### config.mk
export PLATFORM = sky130hd
export DESIGN_NAME = uart_rx_frame
export DESIGN_NICKNAME = d
export VERILOG_FILES = /design/src/rtl/uart_rx_frame.sv
export SDC_FILE = /design/constraint.sdc
export NUM_CORES = 1
export LEC_CHECK = 0
export BUFFER_PORTS_ARGS = -buffer_cell sky130_fd_sc_hd__buf_4
export CAP_MARGIN = 30
export CORE_ASPECT_RATIO = 1.25
export CORE_MARGIN = 2
export CORE_UTILIZATION = 25
export CTS_BUF_LIST = sky130_fd_sc_hd__clkbuf_8
export CTS_CLUSTER_SIZE = 8
export DETAILED_ROUTE_END_ITERATION = 8
export PLACE_DENSITY_LB_ADDON = 0.05
export SYNTH_ARGS = -nofsm -noshare
export SYNTH_HDL_FRONTEND = slang
export SYNTH_SLANG_ARGS = --single-unit
export TNS_END_PERCENT = 30
### constraint.sdc
create_clock -name clk -period 3.5 [get_ports clk]
set_input_delay 0 -clock clk [delete_from_list [all_inputs] [get_ports clk]]
set_output_delay 0 -clock clk [all_outputs]
set_load 0.02 [all_outputs]
### src/rtl/uart_rx_frame.sv
// UART receiver with configurable data width, parity and stop bits.
// Samples mid-bit and delivers frames over valid/ack with error and overrun flags.
module uart_rx_frame #(
    parameter int unsigned CLK_PER_BIT = 100,
    parameter int unsigned DATA_BITS   = 8,
    parameter int unsigned PARITY      = 0,
    parameter int unsigned STOP_BITS   = 1
) (
    input  logic                 clk,
    input  logic                 rst_n,
    input  logic                 serial_line,
    output logic [DATA_BITS-1:0] data,
    output logic                 valid,
    input  logic                 ack,
    output logic                 framing_err,
    output logic                 parity_err,
    output logic                 overrun,
    output logic                 busy
);

    localparam int unsigned CNT_W = $clog2(CLK_PER_BIT);
    localparam int unsigned IDX_W = $clog2(DATA_BITS + 1);
    localparam logic [CNT_W-1:0] HALF_M1   = CNT_W'(CLK_PER_BIT / 2 - 1);
    localparam logic [CNT_W-1:0] FULL_M1   = CNT_W'(CLK_PER_BIT - 1);
    localparam logic [IDX_W-1:0] LAST_DATA = IDX_W'(DATA_BITS - 1);
    localparam logic [IDX_W-1:0] LAST_STOP = IDX_W'(STOP_BITS - 1);

    typedef enum logic [2:0] {
        S_IDLE, S_START, S_DATA, S_PAR, S_STOP, S_WAIT_HIGH
    } state_t;

    state_t               r_state, w_state_nxt;
    logic                 r_sync1, r_sync2;
    logic [CNT_W-1:0]     r_cnt, w_cnt_nxt;
    logic [IDX_W-1:0]     r_idx, w_idx_nxt;
    logic [DATA_BITS-1:0] r_shift, w_shift_nxt;
    logic                 r_ferr_acc, w_ferr_nxt;
    logic                 r_perr_acc, w_perr_nxt;
    logic [DATA_BITS-1:0] r_data;
    logic                 r_valid, r_ferr, r_perr, r_ovr, r_busy;
    logic                 w_rx_s, w_half, w_full, w_deliver, w_par_x;

    assign w_rx_s  = r_sync2;
    assign w_half  = (r_cnt == HALF_M1);
    assign w_full  = (r_cnt == FULL_M1);
    assign w_par_x = (^r_shift) ^ w_rx_s;

    // Next-state and frame datapath
    always_comb begin
        w_state_nxt = r_state;
        w_cnt_nxt   = r_cnt + CNT_W'(1);
        w_idx_nxt   = r_idx;
        w_shift_nxt = r_shift;
        w_ferr_nxt  = r_ferr_acc;
        w_perr_nxt  = r_perr_acc;
        w_deliver   = 1'b0;
        case (r_state)
            S_IDLE: begin
                w_cnt_nxt = '0;
                if (!w_rx_s) begin
                    w_state_nxt = S_START;
                    w_idx_nxt   = '0;
                    w_ferr_nxt  = 1'b0;
                    w_perr_nxt  = 1'b0;
                end
            end
            S_START: begin
                if (w_half) begin
                    w_cnt_nxt   = '0;
                    w_idx_nxt   = '0;
                    w_state_nxt = w_rx_s ? S_IDLE : S_DATA;
                end
            end
            S_DATA: begin
                if (w_full) begin
                    w_cnt_nxt   = '0;
                    w_shift_nxt = {w_rx_s, r_shift[DATA_BITS-1:1]};
                    if (r_idx == LAST_DATA) begin
                        w_idx_nxt   = '0;
                        w_state_nxt = (PARITY != 0) ? S_PAR : S_STOP;
                    end else begin
                        w_idx_nxt = r_idx + IDX_W'(1);
                    end
                end
            end
            S_PAR: begin
                if (w_full) begin
                    w_cnt_nxt   = '0;
                    w_idx_nxt   = '0;
                    w_perr_nxt  = (PARITY == 1) ? ~w_par_x : w_par_x;
                    w_state_nxt = S_STOP;
                end
            end
            S_STOP: begin
                if (w_full) begin
                    w_cnt_nxt  = '0;
                    w_ferr_nxt = r_ferr_acc | ~w_rx_s;
                    if (r_idx == LAST_STOP) begin
                        w_deliver   = 1'b1;
                        w_state_nxt = w_rx_s ? S_IDLE : S_WAIT_HIGH;
                    end else begin
                        w_idx_nxt = r_idx + IDX_W'(1);
                    end
                end
            end
            S_WAIT_HIGH: begin
                w_cnt_nxt = '0;
                if (w_rx_s) w_state_nxt = S_IDLE;
            end
            default: w_state_nxt = S_IDLE;
        endcase
    end

    // State, synchronizer and output registers
    always_ff @(posedge clk or negedge rst_n) begin
        if (!rst_n) begin
            r_state    <= S_IDLE;
            r_sync1    <= 1'b1;
            r_sync2    <= 1'b1;
            r_cnt      <= '0;
            r_idx      <= '0;
            r_shift    <= '0;
            r_ferr_acc <= 1'b0;
            r_perr_acc <= 1'b0;
            r_data     <= '0;
            r_valid    <= 1'b0;
            r_ferr     <= 1'b0;
            r_perr     <= 1'b0;
            r_ovr      <= 1'b0;
            r_busy     <= 1'b0;
        end else begin
            r_sync1    <= serial_line;
            r_sync2    <= r_sync1;
            r_state    <= w_state_nxt;
            r_cnt      <= w_cnt_nxt;
            r_idx      <= w_idx_nxt;
            r_shift    <= w_shift_nxt;
            r_ferr_acc <= w_ferr_nxt;
            r_perr_acc <= w_perr_nxt;
            r_busy     <= (w_state_nxt != S_IDLE);
            if (w_deliver) begin
                r_data  <= r_shift;
                r_ferr  <= w_ferr_nxt;
                r_perr  <= r_perr_acc;
                r_valid <= 1'b1;
                if (r_valid && !ack) r_ovr <= 1'b1;
            end else if (r_valid && ack) begin
                r_valid <= 1'b0;
                r_ovr   <= 1'b0;
            end
        end
    end

    assign data        = r_data;
    assign valid       = r_valid;
    assign framing_err = r_ferr;
    assign parity_err  = r_perr;
    assign overrun     = r_ovr;
    assign busy        = r_busy;

endmodule

==> summary.md <==
| Metric | Value |
|---|---|
| Status | `complete, no violations` |
| Crit share post-route | `71.1%` |
| Critical path type | `flip-flop to flip-flop` |
| Worst R2R End | `framing_err` |
| CTS clk-pin slew, worst paths | `around 0.080 ns` |
| Flip-flop and latch area | `slightly below 1000 um^2` |
| Max-slew headroom | `roughly three fifths` |
| Placed standard-cell area | `2070 um^2` |
| Area of the multi-input gates | `820 um^2` |
| Synth unique cells | `39` |
| Async SR Flop Fraction | `100%` |
| Setup violators final | `0` |
| Total CTS buffers | `5` |
| Nets@finish | `212` |
| Post-Route WL | `4.16 mm` |
| Drt pass-1 iters | `6` |
| DRC viols | `0` |
| Filler cells | `764` |
| Max cap viols | `0` |
| Sequential fraction of the synthesis area | `about 53%` |
| Post-Synthesis Cells | `184` |
| Root Buffer | `clkbuf_8` |
| Worst path most repeated cell | `inv_1` |
| CTS tree | `built` |
| Largest net degree at the start of global routing | `40` |
| Req. time, crit path | `3.68 ns` |
| Initial antenna violation count | `0` |
| FF+latch count, synth | `39` |
| Final antenna-violating net count | `0` |
| Initial drt markers | `~140` |
| CP max stage cell | `inv_1` |
| Crit start category | `flip-flop` |
| Final setup margin | `1.01 ns` |
| Peak supply drop | `0.209 mV` |
| Area delta synth->final | `17.3%` |
| Data arrival, critical path | `2.66 ns` |
| Final Hold Vio Count | `0` |
| Power per Cell Area | `roughly 350 nW/um^2` |
| Post-route cell area | `2180 um^2` |
| Core Rows | `35` |
| Crit end category | `flip-flop` |
| Port bufs | `16` |
| First-pass GRT wire length | `7.04 mm` |
| Synth Area per Inst | `10.1 um^2` |
| Worst Hold Class | `input pin to async pin` |
| Reg2Reg Depth | `6` |
| Unrepaired setup endpoints after global routing | `no` |
| CTS Hold Bufs | `3` |
| Post-DP HPWL | `2.95 mm` |
| Vias in the first global route | `1400` |
| Slew @ Worst Pin | `0.579 ns` |
| Routed vias | `1357` |
| CP delay by family, top | `simple AND/OR/NAND/NOR gates` |
| # Post-CTS Setup Buffers | `0` |
| Synth warn | `0` |
| Syn_nets | `192` |
| Max Fclk | `402 MHz` |
| Clk_skew | `0.00819 ns` |
| Core area | `7310 um^2` |
| Post-DR vias/cell | `4.57` |
| Initial Utilization | `25.4%` |
| Leak pwr | `a little over 1 nW` |
| Largest fanout on the critical path | `12` |
| CTS resizes | `0` |
| CP cell instances | `inv_1 -> ha_1 -> nor3b_1 -> nand4_1 -> inv_1 -> mux2_2` |
| Mapped Area | `approximately 1900 um^2` |
| Worst reg2reg path startpoint | `r_idx[0]` |
| H-tree lvl count | `2` |
| Die extent in y | `100 um` |
| FF-to-FF setup slack | `just over 1 ns` |
| Die area | `8150 um^2` |
| GRT Total Usage | `between 10% and 20%` |
| CP peak stage delay | `0.51 ns` |
| Diodes inserted | `0` |
| Placer Congestion | `0.739` |
| Top FF cell, synth | `dfrtp_1` |
| Pre-CTS setup slack | `0.987 ns` |
| Die W | `around 81 um` |
| Min Tclk post-route | `2.49 ns` |
| Clk_lat worst skew | `0.29 ns` |
| Worst path bufs/invs | `2` |
| Post-synth EDFFs | `0` |
| Fin. max-slew vios | `0` |
| Total gr overflow | `0` |
| Total negative slack | `0 ns` |
| Clock sink count | `39` |
| I/O pins | `17` |
| Routed length per instance | `about 14 um` |
| Layout cells sized above 1 | `19.5%` |
| Clock tree buffer depth | `2` |
==> placed cells by master, fill, tap and decap left out, types with 4 or more instances in the layout <==
cell,instances
mux2_2,9
dfrtp_1,37
o21ai_0,6
nand2_1,36
a21oi_1,4
nor3_1,4
ha_1,4
nor2_1,17
clkbuf_8,5
buf_4,16
xnor2_1,10
nand3_1,5
inv_1,10
==> worst max path at each step <==
stage | start | endpoint | cells past startpoint
after floorplan | r_cnt[0] | r_shift[0] | 7
after CTS | r_idx[0] | framing_err | 6
after global placement | r_idx[0] | framing_err | 6
after detailed placement | r_idx[0] | framing_err | 6
after global routing | r_idx[0] | framing_err | 6
final | r_idx[0] | framing_err | 6
==> power by group <==
| part | internal (W) | switching [W] |
|---|---|---|
| clock network | 0.000137 | 0.000162 |
| logic | 0.00000568 | 0.0000106 |
| registers | 0.000452 | 0.00000155 |
==> routing by layer <==
layer / vias to the layer above / track usage [%] / routed length (um) / share of wire (%)
met5: - / 0 / 0 / 0
met4: 0 / 4.30 / 69 / 1.7
met3: 7 / 2.51 / 131 / 3.2
met2: 21 / 19.8 / 2240 / 54
met1: 673 / 13.5 / 1720 / 41
li1: 656 / - / - / -
==> registers in the layout (all words and copies together) (netlist names) <==
register,flops
r_shift,8
valid,1
busy,1
r_sync1,1
r_idx,4
r_ferr_acc,1
data,8
r_cnt,7
framing_err,1
overrun,1
r_state,3
r_sync2,1
parity_err,1
r_perr_acc,1
==> worst register-to-register path: cells and delay by family, from the launching register on <==
| family | cells | cell delay (ns) |
|---|---|---|
| multiplexers | 1 | 0.38 |
| AND/OR/NAND/NOR | 2 | 0.83 |
| adder cells (fa/ha/maj) | 1 | 0.15 |
| flip-flops | 1 | 0.40 |
| buffers and inverters | 2 | 0.62 |
==> cells in the mapped netlist, drive strengths merged (2+ instances only) <==
master	count	area, um^2
clkbuf	3	11.3
xnor2	10	87.6
o21ai	7	38.8
nor3b	3	22.5
buf	3	17.5
nand3	5	25.0
nand2	36	135
o22ai	3	18.8
dfstp	2	52.6
xor2	3	26.3
nor2	18	70.1
mux2	9	101
ha	4	50.1
a211o	2	17.5
nor3	4	20.0
a211oi	2	15.0
nand2b	2	12.5
inv	9	33.8
a221oi	2	30.0
a21oi	4	20.0
a21o	2	15.0
dfrtp	37	926
==> final cells by class <==
type	count	area share, %
Tap cell	92	5.28
Clock inverter	3	0.745
Inverter	9	1.55
Clock buffer	5	3.15
Multi-Input combinational cell	130	37.6
Timing Repair Buffer	19	6.88
Sequential cell	39	44.8
==> cell families (layout without fill, tap and decap cells) <==
group / after synthesis / after routing / synth area share, %
and+or+nand+nor: 76 / 76 / 18.9
xor gates and xnor gates: 13 / 13 / 6.12
muxes: 10 / 10 / 5.99
DFF: 39 / 39 / 52.6
AOI/OAI and AO/OA: 27 / 27 / 10.4
buffers and inverters: 15 / 36 / 3.36
adders and majority gates: 4 / 4 / 2.69
==> metrics by stage <==
stage	util, %	total power [W]	cells	hold WS (ns)
finish	29.8	0.000768	297	0.229
global route	29.8	0.000810	297	0.292
CTS	29.8	0.000786	297	0.253
detailed placement	28.3	0.000478	286	0.0185
global placement	28.3	0.000477	286	0.0114
floorplan	-	0.000464	184	-0.296
No activity file was read; power rests on OpenSTA's default activity.
